**src/rtl/bpred_btb.sv**
```systemverilog
`default_nettype none
// ============================================================================
// bpred_btb : direct-mapped branch target buffer with partial tags, saturating
//             direction counters and a sequential invalidate-all engine.
// Revision  : 1.0
// ============================================================================
module bpred_btb #(
    parameter int PC_W    = 64,
    parameter int ENTRIES = 16,
    parameter int TAG_W   = 8,
    parameter int CNT_W   = 2
) (
    input  logic            clk,
    input  logic            arst_n,
    input  logic            enable,
    input  logic [PC_W-1:0] lookup_pc,
    output logic            pred_hit,
    output logic            pred_taken,
    output logic [PC_W-1:0] pred_next_pc,
    input  logic            upd_valid,
    input  logic [PC_W-1:0] upd_pc,
    input  logic            upd_taken,
    input  logic            upd_uncond,
    input  logic [PC_W-1:0] upd_target,
    input  logic            inval_req,
    output logic            inval_busy
);

    localparam int               IDX_W      = $clog2(ENTRIES);
    localparam logic [CNT_W-1:0] C_CNT_MAX  = {CNT_W{1'b1}};
    localparam logic [CNT_W-1:0] C_CNT_WT   = CNT_W'(1) << (CNT_W - 1);
    localparam logic [CNT_W-1:0] C_CNT_WNT  = C_CNT_WT - CNT_W'(1);
    localparam logic [IDX_W-1:0] C_PTR_LAST = IDX_W'(ENTRIES - 1);

    typedef enum logic [0:0] {
        ST_IDLE  = 1'b0,
        ST_CLEAR = 1'b1
    } state_t;

    state_t           state_q;
    logic [IDX_W-1:0] ptr_q;
    logic             busy_q;

    logic             valid_q [ENTRIES];
    logic [TAG_W-1:0] tag_q   [ENTRIES];
    logic [PC_W-1:0]  tgt_q   [ENTRIES];
    logic [CNT_W-1:0] cnt_q   [ENTRIES];

    logic [IDX_W-1:0] w_lk_idx;
    logic [TAG_W-1:0] w_lk_tag;
    logic [IDX_W-1:0] w_up_idx;
    logic [TAG_W-1:0] w_up_tag;
    logic             w_up_hit;
    logic             w_up_en;
    logic [CNT_W-1:0] cnt_d;
    logic             w_unused_upd_pc;

    assign w_lk_idx = lookup_pc[2 +: IDX_W];
    assign w_lk_tag = lookup_pc[2 + IDX_W +: TAG_W];
    assign w_up_idx = upd_pc[2 +: IDX_W];
    assign w_up_tag = upd_pc[2 + IDX_W +: TAG_W];
    assign w_unused_upd_pc = ^upd_pc;

    // Lookups see pre-update contents; a pending clear makes everything miss.
    assign pred_hit     = valid_q[w_lk_idx] && (tag_q[w_lk_idx] == w_lk_tag) && !busy_q;
    assign pred_taken   = pred_hit && cnt_q[w_lk_idx][CNT_W-1];
    assign pred_next_pc = pred_taken ? tgt_q[w_lk_idx] : lookup_pc + PC_W'(4);
    assign inval_busy   = busy_q;

    assign w_up_hit = valid_q[w_up_idx] && (tag_q[w_up_idx] == w_up_tag);
    assign w_up_en  = enable && upd_valid && (state_q == ST_IDLE) && !inval_req;

    always_comb begin
        cnt_d = cnt_q[w_up_idx];
        if (w_up_hit) begin
            if (upd_uncond) begin
                cnt_d = C_CNT_MAX;
            end else if (upd_taken) begin
                if (cnt_q[w_up_idx] != C_CNT_MAX) cnt_d = cnt_q[w_up_idx] + CNT_W'(1);
            end else begin
                if (cnt_q[w_up_idx] != '0) cnt_d = cnt_q[w_up_idx] - CNT_W'(1);
            end
        end else begin
            cnt_d = upd_uncond ? C_CNT_MAX : C_CNT_WT;
        end
    end

    always_ff @(posedge clk or negedge arst_n) begin
        if (!arst_n) begin
            state_q <= ST_IDLE;
            ptr_q   <= '0;
            busy_q  <= 1'b0;
        end else begin
            case (state_q)
                ST_IDLE: begin
                    if (inval_req) begin
                        state_q <= ST_CLEAR;
                        ptr_q   <= '0;
                        busy_q  <= 1'b1;
                    end
                end
                ST_CLEAR: begin
                    ptr_q <= ptr_q + IDX_W'(1);
                    if (ptr_q == C_PTR_LAST) begin
                        state_q <= ST_IDLE;
                        busy_q  <= 1'b0;
                    end
                end
                default: begin
                    state_q <= ST_IDLE;
                    busy_q  <= 1'b0;
                end
            endcase
        end
    end

    // Clearing only drops valid bits; counters and targets are left as they are.
    always_ff @(posedge clk or negedge arst_n) begin
        if (!arst_n) begin
            for (int i = 0; i < ENTRIES; i++) begin
                valid_q[i] <= 1'b0;
                tag_q[i]   <= '0;
                tgt_q[i]   <= '0;
                cnt_q[i]   <= C_CNT_WNT;
            end
        end else if (state_q == ST_CLEAR) begin
            valid_q[ptr_q] <= 1'b0;
        end else if (w_up_en && (w_up_hit || upd_taken)) begin
            cnt_q[w_up_idx] <= cnt_d;
            if (upd_taken) tgt_q[w_up_idx] <= upd_target;
            if (!w_up_hit) begin
                valid_q[w_up_idx] <= 1'b1;
                tag_q[w_up_idx]   <= w_up_tag;
            end
        end
    end

endmodule
`default_nettype wire

```
**config.mk**
```make
export PLATFORM = sky130hd
export DESIGN_NAME = bpred_btb
export DESIGN_NICKNAME = d
export VERILOG_FILES = /design/src/rtl/bpred_btb.sv
export SDC_FILE = /design/constraint.sdc
export NUM_CORES = 2
export LEC_CHECK = 0
export BUFFER_PORTS_ARGS = -buffer_cell sky130_fd_sc_hd__buf_2
export CAP_MARGIN = 10
export CORE_MARGIN = 2
export CORE_UTILIZATION = 45
export DETAILED_ROUTE_END_ITERATION = 8
export GPL_TIMING_DRIVEN = 0
export PLACE_DENSITY = 0.69
export SYNTH_ARGS = -nofsm -noshare
export SYNTH_HDL_FRONTEND = slang
export SYNTH_SLANG_ARGS = --single-unit
```
**constraint.sdc**
```tcl
create_clock -name clk -period 7.82 [get_ports clk]
set_input_delay 1.955 -clock clk [delete_from_list [all_inputs] [get_ports clk]]
set_output_delay 1.955 -clock clk [all_outputs]
set_load 0.005 [all_outputs]
```
Yosys cells after proc, flatten, opt, wreduce, memory -nomap -nowiden. Index checks and enable logic that the tools add are counted.

Flip-flop bits (word level): 1206. Bits of input ports: 199. Output and inout bits: 67. Word-level logic and storage cells: 163.

Add/subtract/negate cells: 4. Order comparisons: 5. Equal/unequal tests: 7. Multiplexer cells: 52. Bitwise operators: 8. Reductions and logical operators: 20.

Operators with widths (number): $bwmux 1024 (1); $bmux 64 s4 (1); $demux 64 s4 (1); $mux 64 (4); $bwmux 128 (1); $add 64x3->64 const B (1); $bmux 8 s4 (2); $mux 16 (3); $mux 8 (5); $bwmux 32 (1); $demux 8 s4 (1); $mux 2 (10); $and 16x16->16 (1); $bmux 2 s4 (2); $eq 8x8->1 (2); $not 16->16 (1); $or 16x16->16 (1); $ge 5x5->1 const B (3); $not 4->5 (3); $mux 1 (11); $logic_and 1x1->1 (10); $lt 5x1->1 const B (2); $bmux 1 s4 (2); $demux 1 s4 (2); other kinds (16) (25).

Longest topological paths before layout.
Depth in word-level cells: 10. Mapped depth: 14. Depth with buffers taken out: 8.

Worst setup path before layout. OpenSTA, ideal clock, no wires.

Kind: input to output. From: input lookup_pc[2]. To: output pred_next_pc[29]. Data arrival time: 4.829 ns. Data required time: 5.865 ns. Slack: 1.036 ns. Stages: 9. Path buffers: 6. Cells stage by stage: buf_2 -> buf_6 -> buf_2 -> buf_2 -> buf_2 -> buf_1 -> mux4_2 -> mux4_2 -> mux2_2.

Longest elaborated chain between the ends: 9. Elaborated cells between the ends (all ways): 19. Those cells by class: add/sub (1); eq/ne (1); mux (13); bitwise (1); reduce/logical (3).

RTL lines: from (decl) (line 16) `input logic [PC_W-1:0] lookup_pc,`; $not 4->5 (implied by the code) (line 65, 66, 67); $bmux 8 s4 (line 65) `assign pred_hit = valid_q[w_lk_idx] && (tag_q[w_lk_idx] == w_lk_tag) && !busy_q;`; $mux 8 (implied by the code) (2 in a row) (line 65); $eq 8x8->1 (line 65); $logic_and 1x1->1 (2 in a row) (line 65); $logic_and 1x1->1 (line 66) `assign pred_taken = pred_hit && cnt_q[w_lk_idx][CNT_W-1];`; $mux 64 (*) (line 67) `assign pred_next_pc = pred_taken ? tgt_q[w_lk_idx] : lookup_pc + PC_W'(4);`; to (decl) (line 19) `output logic [PC_W-1:0] pred_next_pc,`.

Mark *: on every way between the ends. The rest lies on a longest branch, timed or not. The select of a mux whose other input is x is not followed.

Final worst setup path.
From: input lookup_pc[2]. To: output pred_next_pc[22].

The elaborated chain is that of the path after synthesis.

==> results.md <==
* Worst r2r path cells at 8
* Clock Tree Root: clkbuf_16
* First-pass GRT wire length at 246,000 µm
* Worst setup SP type: input port
* Worst Hold Class: flip-flop to flip-flop
* Final wirelength at 165,000 µm
* Clock Latency Late Sink at 0.75 ns
* All-Layer GR Usage at 25.1%
* Count of non-filler cells in the finished layout at 5,972
* Syn Inst Count at 3,773
* Die extent in x at 364 µm
* Final worst-path cycle share at 98.7%
* Hold_sp: cnt_q[22]
* Cell area after synthesis at 58,500 µm²
* Most used cell, CP: buf_2
* Clock sink count at 1,206
* Final GP Congestion at 0.897
* Critical R2R Launch: state_q
* PD cells at 212 nW/µm²
* Cell chain of the critical path: buf_2 > clkbuf_4 > buf_6 > buf_4 > buf_4 > buf_2 > buf_2 > mux4_2 > mux4_2 > mux2_2 > buf_2
* Count of flip-flops with a built-in enable after synthesis at 0
* Slew headroom at 11.7%
* HPWL after DPL at 108,000 µm
* Critical path endpoint category: primary output
* Syn_area_per_cell at 15.5 µm²
* Leakage at 31.8 nW
* RSZ-0062 raised after global routing: true
* Max_cap viols at 0
* Vias in the first global route at 37,000
* Netlist cell types at 64
* WHS Path Cells at 2
* Max Root-Sink Buffers at 3
* Mean routed wirelength per cell at 27.6 µm
* Core area at 129,000 µm²
* Yosys reg bits at 1,206
* NumNets Final at 4,326
* Fillers at 10,900
* Num rows at 132
* Initial Util at 45.3%
* CTS tree: done
* CP Depth at 11
* WP buf/inv at 8
* Pin count of the biggest net entering global routing at 169
* DRT Pass-1 Iters at 6
* Largest stage delay on the critical path at 0.58 ns
* DIE AREA at 133,000 µm²
* CP max FO at 10
* Remaining Overflow, GRT at 0
* CP arrival at 5.76 ns
* Asr flop ratio synth at 100%
* Boundary pin count at 266
* Final antenna-violating net count at 0
* Number of buffers added on ports at 203
* # DRC at 0
* Final setup fails at 0
* Fin util at 51.4%
* Routed vias at 35,800
* Fmax at 130 MHz
* Synth top area share at 50.9%
* WS Path Type: input port to primary output
* Vias per cell at 6.00
* Status: finished, final reports clean
* Final Hold Viols at 0
* Die height at 364 µm
* Hold_buf cts at 0
* Clock Skew at 0.0219 ns
* Crit path time final at 7.71 ns
* Seq/Total Area, Yosys at 51.7%
* Synthesized net count at 3,977
* Setup TNS at 0 ns
* Slew Limit Fails at 0
* Layout cells sized above 1 at 50.9%
* Peak supply drop at 0.150 mV
* Reg clk slew, reported paths at 0.05 ns
* Slew @ Worst Pin at 1.33 ns
* 1st-iter DRT viols at 2,899
* Initial antenna violation count at 31
* Setup crit start: lookup_pc[2]
* Top FF cell, synth: dfrtp_1
* Dpl cells at 5,727
* Critical Path RT at 5.87 ns
* Post-synth top area cell: dfrtp_1
* Synth top area cells: dfrtp_1 (51%), mux2_2 (23%), mux4_2 (15%)
* Worst hold slack at 0.469 ns
* H-Tree Depth at 4
* Area Growth Syn to Fin at 13.6%
* Ys Warns at 0
* Critical path's top delay family: buffers and inverters
* Inserted Clock Buffers at 132
* Crit path max-delay cell type: mux4_2
## synthesized netlist by cell type, drive strengths merged (2+ instances only)
cell,number
mux2,1236
dfrtp,1190
mux4,398
clkbuf,257
buf,96
nand2,79
nor2,46
xnor2,43
nand3,35
a311oi,34
xor2,33
and3,32
mux2i,30
nor3,25
inv,23
a21oi,18
a31oi,18
nor4,17
and2,16
dfstp,16
nand4,14
nor2b,12
a21o,11
a22oi,9
o22ai,9
nand2b,7
o21ai,7
a211oi,6
and4,6
a21bo,5
ha,5
nor4b,5
or2,4
a32oi,3
nor3b,3
or3,3
or4,3
a22o,2
nand4b,2
or3b,2
## worst paths after layout
check | to | slack (ns)
worst max-delay path | pred_next_pc[22] | 0.11
worst min-delay path | cnt_q[22] | 0.47
worst max register to register | tgt_q[245] | 2.77
worst min register to register | cnt_q[22] | 0.47
max in group asynchronous | tgt_q[163] | 4.55
min in group asynchronous | tag_q[126] | 1.21
## stage by stage
stage               total power [mW]  area, µm²  setup slack (ns)
floorplan                       7.48      58500              1.04
global placement                7.99      61700            -21.85
detailed placement              8.02      61900            -0.951
CTS                             14.2      66300           0.00434
global route                    14.6      66400          -0.00279
finish                          14.1      66400             0.105
## sequential cells by signal, indices dropped and copies added, names as in the netlist
name / cells
state_q: 1
inval_busy: 1
tag_q: 128
ptr_q: 4
tgt_q: 1024
cnt_q: 32
valid_q: 16
## power by group
part           internal (mW)  leakage (nW)  switching [mW]
clock network           3.57          2.08            2.57
logic                  0.552          13.0           0.711
registers               6.50          16.7           0.156
total                   10.6          31.8            3.44
## metal layers
layer	part of all wire [%]	vias up	GRT usage (%)
li1	-	15000	-
met1	42	19300	34.4
met2	48	1240	39.7
met3	6.8	289	5.32
met4	3.0	20	8.88
met5	0.085	-	0
## area by class of cell
cell class	count	area [µm²]	share of cell area, %
diodes	10	25.0	0.0377
plain buffers	353	1760	2.65
clock buffers	193	3790	5.71
clock inverters	39	450	0.678
inverters	23	86.3	0.130
multi-input cells	2191	26600	40.1
flip-flops and latches	1206	30200	45.5
well taps	1742	2180	3.28
repair buffers	215	1280	1.93
## kinds of logic after synthesis
kind of cell	Yosys count	share of synthesized area, %
fa+ha+maj	6	0.124
mux	1664	39.7
flops	1206	51.7
simple gates	315	2.91
xor+xnor	76	1.14
buf+inv	376	2.87
compound gates	130	1.64
## tightest hold or removal path, delay by kind of cell, from the launching register on
kind	cells	cell delay (ns)
DFF	1	0.36
buffers and inverters	1	0.05
AOI/OAI and AO/OA	1	0.05
## cells in the final DEF, fill, tap and decap left out, drive strengths merged, types with 10 or more instances in the layout
master / n
mux2: 1236
dfrtp: 1190
clkbuf: 459
mux4: 398
buf: 298
nand2: 79
nor2: 46
xnor2: 43
nand3: 35
a311oi: 34
xor2: 33
and3: 32
mux2i: 30
inv: 30
nor3: 25
clkinv: 23
a31oi: 18
a21oi: 18
nor4: 17
and2: 16
dfstp: 16
nand4: 14
nor2b: 12
a21o: 11
diode: 10
## timing repair
item                                    in CTS  in global routing
resized for setup                           77                 26
setup buffers                                2                  1
pin swaps                                    0                  1
endpoints found under the setup margin      64                 64
Note: power is estimated with default switching activity, not from simulation.
